<file path="src/rtl/mem_arb_pkg.sv">
// rtl/mem_arb_pkg.sv - shared encodings for the instruction/data memory port arbiter
package mem_arb_pkg;

  typedef enum logic [1:0] {
    ST_IDLE   = 2'd0,
    ST_GNT_IF = 2'd1,
    ST_GNT_D  = 2'd2,
    ST_RESP   = 2'd3
  } arb_state_e;

  typedef enum logic [1:0] {
    OWN_NONE = 2'b00,
    OWN_IF   = 2'b01,
    OWN_D    = 2'b10
  } owner_e;

  localparam logic [31:0] ABORT_DATA = 32'hDEAD_BEEF;

endpackage

</file>
<file path="src/rtl/arb_timeout_ctr.sv">
// rtl/arb_timeout_ctr.sv - grant-state watchdog; expire_o fires on the TIMEOUT-th enabled cycle
module arb_timeout_ctr #(
  parameter int TIMEOUT = 16
) (
  input  logic clk,
  input  logic rst_n,
  input  logic clear_i,
  input  logic enable_i,
  output logic expire_o
);

  localparam int CW = $clog2(TIMEOUT + 1);

  logic [CW-1:0] cnt_q, cnt_d;

  always_comb begin
    cnt_d = cnt_q;
    if (clear_i) begin
      cnt_d = '0;
    end else if (enable_i) begin
      cnt_d = cnt_q + 1'b1;
    end
  end

  assign expire_o = enable_i && (cnt_q == CW'(TIMEOUT - 1));

  always_ff @(posedge clk or negedge rst_n) begin
    if (!rst_n) begin
      cnt_q <= '0;
    end else begin
      cnt_q <= cnt_d;
    end
  end

endmodule

</file>
<file path="src/rtl/mem_port_arbiter.sv">
// rtl/mem_port_arbiter.sv - fixed-priority (data over fetch) arbiter for one shared memory port
// Optional grant watchdog enabled by defining ARB_TIMEOUT_EN.
module mem_port_arbiter
  import mem_arb_pkg::*;
#(
  parameter int AW      = 32,
  parameter int DW      = 32,
  parameter int TIMEOUT = 16
) (
  input  logic          clk,
  input  logic          rst_n,
  input  logic          if_req,
  input  logic [AW-1:0] if_addr,
  output logic          if_ack,
  output logic [DW-1:0] if_rdata,
  input  logic          d_req,
  input  logic          d_we,
  input  logic [AW-1:0] d_addr,
  input  logic [DW-1:0] d_wdata,
  output logic          d_ack,
  output logic [DW-1:0] d_rdata,
  output logic          m_req,
  output logic          m_we,
  output logic [AW-1:0] m_addr,
  output logic [DW-1:0] m_wdata,
  input  logic          m_ack,
  input  logic [DW-1:0] m_rdata,
  output logic          busy,
  output logic [1:0]    owner,
  output logic          err
);

  if (TIMEOUT < 1) begin : g_bad_timeout
    $error("mem_port_arbiter: TIMEOUT must be at least 1");
  end

  arb_state_e    state_q, state_d;
  owner_e        owner_q, owner_d;
  logic          m_we_q, m_we_d;
  logic [AW-1:0] m_addr_q, m_addr_d;
  logic [DW-1:0] m_wdata_q, m_wdata_d;
  logic [DW-1:0] if_rdata_q, if_rdata_d;
  logic [DW-1:0] d_rdata_q, d_rdata_d;
  logic          in_gnt;
  logic          tmo_expire;

  assign in_gnt = (state_q == ST_GNT_IF) || (state_q == ST_GNT_D);

`ifdef ARB_TIMEOUT_EN
  logic err_q, err_d;

  arb_timeout_ctr #(.TIMEOUT(TIMEOUT)) u_timeout (
    .clk      (clk),
    .rst_n    (rst_n),
    .clear_i  (state_q == ST_IDLE),
    .enable_i (in_gnt && !m_ack),
    .expire_o (tmo_expire)
  );

  assign err_d = err_q | tmo_expire;

  always_ff @(posedge clk or negedge rst_n) begin
    if (!rst_n) begin
      err_q <= 1'b0;
    end else begin
      err_q <= err_d;
    end
  end

  assign err = err_q;
`else
  assign tmo_expire = 1'b0;
  assign err        = 1'b0;
`endif

  always_comb begin
    state_d    = state_q;
    owner_d    = owner_q;
    m_we_d     = m_we_q;
    m_addr_d   = m_addr_q;
    m_wdata_d  = m_wdata_q;
    if_rdata_d = if_rdata_q;
    d_rdata_d  = d_rdata_q;
    case (state_q)
      ST_IDLE: begin
        if (d_req) begin
          state_d   = ST_GNT_D;
          owner_d   = OWN_D;
          m_we_d    = d_we;
          m_addr_d  = d_addr;
          m_wdata_d = d_wdata;
        end else if (if_req) begin
          state_d   = ST_GNT_IF;
          owner_d   = OWN_IF;
          m_we_d    = 1'b0;
          m_addr_d  = if_addr;
          m_wdata_d = '0;
        end
      end
      ST_GNT_IF, ST_GNT_D: begin
        // A real completion wins over a watchdog expiry landing in the same cycle.
        if (m_ack || tmo_expire) begin
          state_d = ST_RESP;
          if (state_q == ST_GNT_IF) begin
            if_rdata_d = m_ack ? m_rdata : DW'(ABORT_DATA);
          end else if (!m_we_q) begin
            d_rdata_d = m_ack ? m_rdata : DW'(ABORT_DATA);
          end
        end
      end
      ST_RESP: begin
        state_d = ST_IDLE;
        owner_d = OWN_NONE;
      end
      default: begin
        state_d = ST_IDLE;
        owner_d = OWN_NONE;
      end
    endcase
  end

  always_ff @(posedge clk or negedge rst_n) begin
    if (!rst_n) begin
      state_q    <= ST_IDLE;
      owner_q    <= OWN_NONE;
      m_we_q     <= 1'b0;
      m_addr_q   <= '0;
      m_wdata_q  <= '0;
      if_rdata_q <= '0;
      d_rdata_q  <= '0;
    end else begin
      state_q    <= state_d;
      owner_q    <= owner_d;
      m_we_q     <= m_we_d;
      m_addr_q   <= m_addr_d;
      m_wdata_q  <= m_wdata_d;
      if_rdata_q <= if_rdata_d;
      d_rdata_q  <= d_rdata_d;
    end
  end

  // Handshake outputs decode the state register so an async reset kills them at once.
  assign m_req    = in_gnt;
  assign if_ack   = (state_q == ST_RESP) && (owner_q == OWN_IF);
  assign d_ack    = (state_q == ST_RESP) && (owner_q == OWN_D);
  assign busy     = (state_q != ST_IDLE);
  assign owner    = owner_q;
  assign m_we     = m_we_q;
  assign m_addr   = m_addr_q;
  assign m_wdata  = m_wdata_q;
  assign if_rdata = if_rdata_q;
  assign d_rdata  = d_rdata_q;

endmodule

</file>
<file path="config.mk">
export PLATFORM = sky130hd
export DESIGN_NAME = mem_port_arbiter
export DESIGN_NICKNAME = d
export VERILOG_FILES = /design/src/rtl/mem_arb_pkg.sv /design/src/rtl/arb_timeout_ctr.sv /design/src/rtl/mem_port_arbiter.sv
export SDC_FILE = /design/constraint.sdc
export NUM_CORES = 1
export LEC_CHECK = 0
export CAP_MARGIN = 10
export CORE_ASPECT_RATIO = 0.7
export CORE_MARGIN = 2
export CORE_UTILIZATION = 36
export CTS_CLUSTER_SIZE = 16
export DETAILED_ROUTE_END_ITERATION = 8
export PLACE_DENSITY = 0.83
export SLEW_MARGIN = 20
export SYNTH_ARGS = -nofsm -noshare
export SYNTH_HDL_FRONTEND = slang
export SYNTH_SLANG_ARGS = --single-unit
</file>
<file path="constraint.sdc">
create_clock -name clk -period 1.6 [get_ports clk]
set_input_delay 0.4 -clock clk [delete_from_list [all_inputs] [get_ports clk]]
set_output_delay 0.4 -clock clk [all_outputs]
set_load 0.1 [all_outputs]
</file>
==> metrics, run 1 <==
Worst Hold Class=in2reg; Routed Antenna Nets=0; mean post-synth cell area=13.85 sq um; port bufs=268; CTS Buffer Depth=2; First-pass DRT Iterations=4; area growth from synthesis to layout=106.3%; Place WS=-397.3 ps; routed via count=4,505; Mapped Cells=386; Multi-input gate area=2163 sq um; RSZ-0062 raised after global routing=true; CTS tree=yes; Post-DP HPWL=12.99 mm; fmax=530.3 MHz; Global Route Usage Sum=23.22%; Core ar.=approximately 15,000 sq um; Worst Path Max Fanout=3; pin count of the biggest net entering global routing=68; DRT iter0 DRCs=145; # diodes=0; clock transition at the registers of the reported paths=approximately 60 ps; Starting Density=36.66%; CP arrival=1490 ps; layout cells sized above 1=41.84%; WL per Instance=around 21 microns; Synthesized Nets=524; final max-slew violation count=0; Final Hold Violating Endpoints=0; min Tclk post-route=1886 ps; # DRC=0; filler cell count=887; worst hold slack=406.2 ps; Worst setup EP type=output pin; total clock sinks=about 130; # nets final=a little over 800; first-pass GRT wire length=28.04 mm; GP Congestion=0.8179; row count=37; GRT overflow=0; outcome=finished, violations left; failing checks=setup timing; part of the Yosys area used for sequential elements=between 60% and 70%; critical path type=reg2out; Critical Path Source Type=flop; post-DR vias/cell=5.006; Die Ht=about 110 microns; final core occ=75.64%; final wirelength=19.31 mm; maxcap violations=0; worst-skew pair later-pin latency=410 ps; count of cell types in the netlist=26; # setup viols final=75; flops & latches, synth=133; critical path required time=1200 ps; TNS Setup=-7642 ps; CTS Root Cell=clkbuf_16; Synth warnings=0; H-tree levels=4; Num CTS Buffers=17; DIE WIDTH=149.7 microns; initial antenna violation count=0; post-route setup slack=-285.7 ps; Clock Skews=13.78 ps; Register Area=roughly 3300 sq um; post-route clock period utilization=117.9%; die area=~16,000 sq um; number of global-route vias before repair=5,113; mapped cell area=roughly 5300 sq um; Ports=270
## layer usage
metal	wire length, microns	part of all wire, %	GRT usage, %
met5	0	0	0
met1	7595	39	26.49
met4	496	2.6	8.356
met2	10020	52	41.15
met3	1204	6.2	7.210
## cells in the final DEF (no fill, tap or decap), types with 2 or more instances in the layout
cell type        Yosys  layout
inv_6                0       4
nor2b_1              2       2
ha_4                 0       3
clkbuf_16            0      22
mux2i_1             33      33
clkinv_4             0       2
clkinv_2             0       3
nand2_1             39      37
buf_12               0     145
buf_16               0       3
a22o_1              33      33
buf_4                6      16
mux2_4               0      66
inv_1                5       2
clkinvlp_4           0       4
dfrtp_1            133     131
buf_6                6       9
o21ai_0             23      23
bufinv_16            0       2
clkdlybuf4s50_1      0     131
inv_4                0       2
o21ai_1             11      11
## synthesized netlist by cell type
| master | number | area [sq um] |
|---|---|---|
| mux2_2 | 64 | 720.7 |
| a21oi_2 | 1 | 8.760 |
| nor2_2 | 1 | 6.260 |
| clkbuf_1 | 3 | 11.26 |
| ha_1 | 4 | 50.05 |
| o31ai_1 | 1 | 7.510 |
| nand2b_1 | 1 | 6.260 |
| inv_1 | 5 | 18.77 |
| mux2i_1 | 33 | 330.3 |
| conb_1 | 1 | 3.750 |
| buf_2 | 10 | 50.05 |
| nand2_1 | 39 | 146.4 |
| nor2_1 | 2 | 7.510 |
| a21oi_1 | 1 | 5.000 |
| a22o_1 | 33 | 289.0 |
| o21ai_2 | 1 | 8.760 |
| nor3b_1 | 1 | 7.510 |
| and2_1 | 1 | 6.260 |
| buf_4 | 6 | 45.04 |
| nor3_4 | 1 | 16.27 |
| buf_6 | 6 | 67.56 |
| nor2b_1 | 2 | 12.51 |
| dfrtp_1 | 133 | 3328 |
| o21ai_0 | 23 | 115.1 |
| mux2_1 | 2 | 22.52 |
| o21ai_1 | 11 | 55.05 |
## layout make-up
type	count	area share (%)
clock buffers	18	3.981
clock inverters	14	1.361
inverters	5	0.2495
multi-input cells	223	19.61
flip-flops and latches	133	30.22
well taps	195	2.212
repair buffers	312	42.37
## worst paths after layout
kind	to	startpoint	slack, ps	depth (start not counted)
min in group asynchronous	m_addr[16]$_DFFE_PN0P_	rst_n	450	2
max in group asynchronous	d_rdata[15]$_DFFE_PN0P_	rst_n	530	3
worst min register to register	m_addr[12]$_DFFE_PN0P_	m_addr[12]$_DFFE_PN0P_	540	2
worst max-delay path	m_req	state_q[0]$_DFFE_PN0P_	-290	5
worst max register to register	d_rdata[1]$_DFFE_PN0P_	state_q[0]$_DFFE_PN0P_	-170	7
worst min-delay path	owner[0]$_DFFE_PN0P_	d_req	410	2
## critical path: stages (launching register included)
cell     delay [ps]
dfrtp_1         370
buf_4           130
inv_4            30
ha_4            280
buf_6           110
buf_12          170
## flip-flops by register name, summed over array words and instances, names as in the netlist
register,cells
m_wdata,32
m_addr,32
state_q,2
d_rdata,32
owner,2
if_rdata,32
m_we,1
## stage by stage
| step | cells | cell area, sq um |
|---|---|---|
| after floorplan | 386 | 5450 |
| after global placement | 843 | 9776 |
| final | 900 | 11030 |
| after global routing | 900 | 11030 |
| after CTS | 890 | 10720 |
| after detailed placement | 843 | 9776 |
## kinds of logic (layout without fill, tap and decap cells)
logic type	count (synthesis)	in the layout	synth area share (%)
DFF	133	133	62.25
muxes	99	99	20.08
AOI/OAI and AO/OA	71	71	9.150
and+or+nand+nor	48	48	3.909
buffers and inverters	30	349	3.604
adders and majority gates	4	4	0.9361
other	1	1	0.07014
## timing repair
action,in CTS,in global routing
gates cloned,5,6
setup buffers,9,8
hold buffers,1,0
setup endpoints to repair,55,96
pin swaps,4,2
resized for setup,38,48
hold endpoints to repair,28,0
Power of run 1 is left out: the tool's default activity adds up to more than one toggle a clock period on the data nets, which glitch-free logic cannot reach.
==> run 2: changes to the inputs <==
Settings changed: CAP_MARGIN 10 to 20, CORE_UTILIZATION 36 to 43, PLACE_DENSITY 0.83 to 0.92.
Clock period 1.6 ns to 2.3 ns, I/O delays scaled along.
==> metrics, run 2 (synthesized netlist as in run 1, its figures left out) <==
outcome=finished clean; Critical Path Source Type=flop; area growth from synthesis to layout=58.02%; Post-DP Area=7905 sq um; Post-DP HPWL=~11 mm; # DRC=0; post-DR vias/cell=4.972; Clock Skews=13.51 ps; final max-slew violation count=0; Final Cell Area=8448 sq um; worst-skew pair later-pin latency=420 ps; final core occ=68.72%; Resize count post-CTS=0; Final Hold Violating Endpoints=0; Core ar.=between 10,000 and 15,000 sq um; First-pass DRT Iterations=4; met3 WL=1.187 mm; layout cells sized above 1=36.53%; min Tclk post-route=2165 ps; Num CTS Buffers=17; Post-CTS Hold Buffers=0; critical path type=reg2out; die area=13,360 sq um; Routed Antenna Nets=0; CTS Buffer Depth=2; row count=34; Routed met2 length=approximately 7.2 mm; maxcap violations=0; final wirelength=between 10 and 15 mm; # diodes=0; CTS Root Cell=clkbuf_16; critical path required time=between 1500 and 2000 ps; Reg2Reg Depth=6; Relative slew margins=between 50% and 60%; port bufs=268; critical path's slowest cell=dfrtp_1; Register Area=~3300 sq um; measured slew at the worst slew-check pin=approximately 680 ps; Ports=270; filler cell count=843; clock transition at the registers of the reported paths=60 ps; RSZ-0062 raised after global routing=false; DIE WIDTH=137.3 microns; critical path's largest stage delay=roughly 410 ps; commonest cells after routing, fill and taps aside=dfrtp_1, buf_4, clkdlybuf4s50_1; initial antenna violation count=0; # setup viols final=0; DR top layer=met4; Global Route Usage Sum=22.17%; Worst setup EP type=output pin; post-route clock period utilization=94.12%; Worst Path Max Fanout=4; CTS tree=yes; H-tree levels=4; Starting Density=around 43%; Multi-input gate area=1849 sq um; number of global-route vias before repair=~4.4k; # nets final=793; DRT iter0 DRCs=135; routed via count=4,127; GP Congestion=0.7723; Die Ht=roughly 100 microns; GRT overflow=0; met1 WL=5.764 mm; fmax=approximately 460 MHz; pin count of the biggest net entering global routing=134; postcts setup bufs=0; WL per Instance=roughly 17 microns; Worst Hold Class=in2async; CP arrival=around 1600 ps; critical path cell sequence=ha_1 -> inv_1 -> nor3b_4 -> buf_12; total clock sinks=roughly 130; first-pass GRT wire length=22.63 mm
==> run 2: per-stage QoR <==
stage	TNS [ps]	setup slack, ps	hold WS (ps)	cells
after floorplan	-435.5	-227.4	279.4	386
after global placement	0	263.7	464.5	798
after detailed placement	0	212.7	472.1	798
after CTS	0	125.9	285.6	830
after global routing	0	47.35	305.5	830
final	0	135.2	254.1	830
==> run 2: worst paths after layout <==
check                      slack [ps]                    from                       to
setup / recovery                  140  state_q[0]$_DFFE_PN0P_                   if_ack
hold / removal                    250                   rst_n   m_wdata[4]$_DFFE_PN0P_
setup reg to reg                  410  state_q[0]$_DFFE_PN0P_   d_rdata[0]$_DFFE_PN0P_
hold reg to reg                   480  m_addr[20]$_DFFE_PN0P_   m_addr[20]$_DFFE_PN0P_
max in group asynchronous        1550                   rst_n  d_rdata[11]$_DFFE_PN0P_
min in group clk                  480  m_addr[20]$_DFFE_PN0P_   m_addr[20]$_DFFE_PN0P_
==> run 2: worst max-delay path: cells and delay by family (launching register included) <==
family        cells  cell delay, ps
simple gates      1             230
buf+inv           2             300
fa+ha+maj         1             240
flops             1             410
==> run 2: cell type report <==
cell class / instances / area share, %
flip-flops and latches: 133 / 39.40
inverters: 5 / 0.2222
clock inverters: 12 / 1.259
multi-input cells: 223 / 21.89
well taps: 162 / 2.399
clock buffers: 20 / 5.169
repair buffers: 275 / 29.67
==> run 2: routing by layer <==
| metal | vias to the layer above | GRT usage [%] |
|---|---|---|
| met5 | - | 0 |
| met4 | 0 | 7.613 |
| met3 | 27 | 8.607 |
| met2 | 176 | 37.12 |
| met1 | 2014 | 25.93 |
| li1 | 1910 | - |
Power of run 2 is left out for the same reason.
==> run 3: changes to the inputs <==
Settings changed: REMOVE_ABC_BUFFERS set to 1.
==> metrics, run 3 (synthesized netlist as in run 1, its figures left out) <==
critical path's largest stage delay=400 ps; filler cell count=about 850; Final Hold Violating Endpoints=0; RSZ-0062 raised after global routing=false; row count=34; # nets final=about 800; fmax=452.5 MHz; Worst setup EP type=output pin; die area=between 10,000 and 15,000 sq um; critical path's slowest cell=dfrtp_1; layout cells sized above 1=36.76%; first-pass GRT wire length=21.80 mm; H-tree levels=4; Post-CTS Hold Buffers=0; FF-to-FF setup slack=510 ps; critical path type=reg2out; final max-slew violation count=0; min Tclk post-route=2210 ps; final wirelength=14.09 mm; CP arrival=approximately 1600 ps; r2r startpoint=state_q[0]$_DFFE_PN0P_; Worst Hold Class=in2async; Ports=270; # DRC=0; TNS Setup=0 ps; Critical Path Source Type=flop; clock transition at the registers of the reported paths=~60 ps; GP Congestion=around 0.86; Reg2Reg Depth=6; GRT overflow=0; commonest cells after routing, fill and taps aside=buf_4, dfrtp_1, clkdlybuf4s50_1; critical path cell sequence=ha_1 -> inv_1 -> nor3b_2 -> buf_12; Routed Antenna Nets=0; CTS Root Cell=clkbuf_16; worst-skew pair later-pin latency=410 ps; Die Ht=between 90 and 100 microns; Num CTS Buffers=17; # diodes=0; total clock sinks=133; outcome=finished clean; Post-Layout Cell Count=834; port bufs=between 200 and 300; pin count of the biggest net entering global routing=78; postcts setup bufs=0; First-pass DRT Iterations=6; most common cell after layout, fill and taps aside=buf_4; routed via count=4,126; # setup viols final=0; Core ar.=12,290 sq um; worst hold slack=101.9 ps; post-DR vias/cell=approximately 4.9; DRT iter0 DRCs=110; Clock Skews=12.54 ps; CTS tree=yes; critical path required time=1730 ps; WL per Instance=16.89 microns; Post-DP HPWL=roughly 11 mm; DIE WIDTH=137.3 microns; CTS Buffer Depth=2; area growth from synthesis to layout=59.98%; Global Route Usage Sum=about 21%; number of global-route vias before repair=~4.3k; Resize count post-CTS=1; worst r2r dst=d_rdata[11]$_DFFE_PN0P_; crit path launch=state_q[0]$_DFFE_PN0P_; Starting Density=43.49%; post-route clock period utilization=96.09%; dpl cells=around 800; initial antenna violation count=0; Worst Path Max Fanout=4; maxcap violations=0
[run 3: final cells by class]
type	count	area, sq um	share of cell area, %
clock inverter	13	196.4	2.297
inverter	5	18.77	0.2194
tap	162	202.7	2.370
sequential	133	3328	38.91
timing repair buffer	279	2536	29.65
clock buffer	19	432.9	5.061
multi-input combinational	223	1838	21.49
[run 3: stage by stage]
step / setup WS (ps) / util, % / area (sq um)
3_3_place_gp: 256.6 / 64.41 / 7919
6_report: 89.91 / 69.57 / 8553
5_1_grt: 4.960 / 69.57 / 8553
2_1_floorplan: -1529 / - / 5172
3_5_place_dp: 222.1 / 64.41 / 7919
4_1_cts: 60.37 / 69.57 / 8553
[run 3: critical path, delay by kind of cell (launching register included)]
| kind | cells | cell delay (ps) |
|---|---|---|
| buffers and inverters | 2 | 310 |
| flip-flops | 1 | 400 |
| AND/OR/NAND/NOR | 1 | 260 |
| adder cells (fa/ha/maj) | 1 | 250 |
[run 3: per-layer routing]
metal	track usage, %	wire, microns	vias up
met4	9.437	375	0
li1	-	-	1916
met1	25.76	5703	1995
met5	0	0	-
met3	6.260	1007	27
met2	35.71	7003	188
[run 3: how the worst max path moves through the flow]
stage	cells past startpoint	endpoint
floorplan	1	if_ack
global placement	5	d_rdata[1]$_DFFE_PN0P_
detailed placement	5	d_rdata[11]$_DFFE_PN0P_
CTS	4	if_ack
global route	4	if_ack
finish	4	if_ack
Power of run 3 is left out for the same reason.
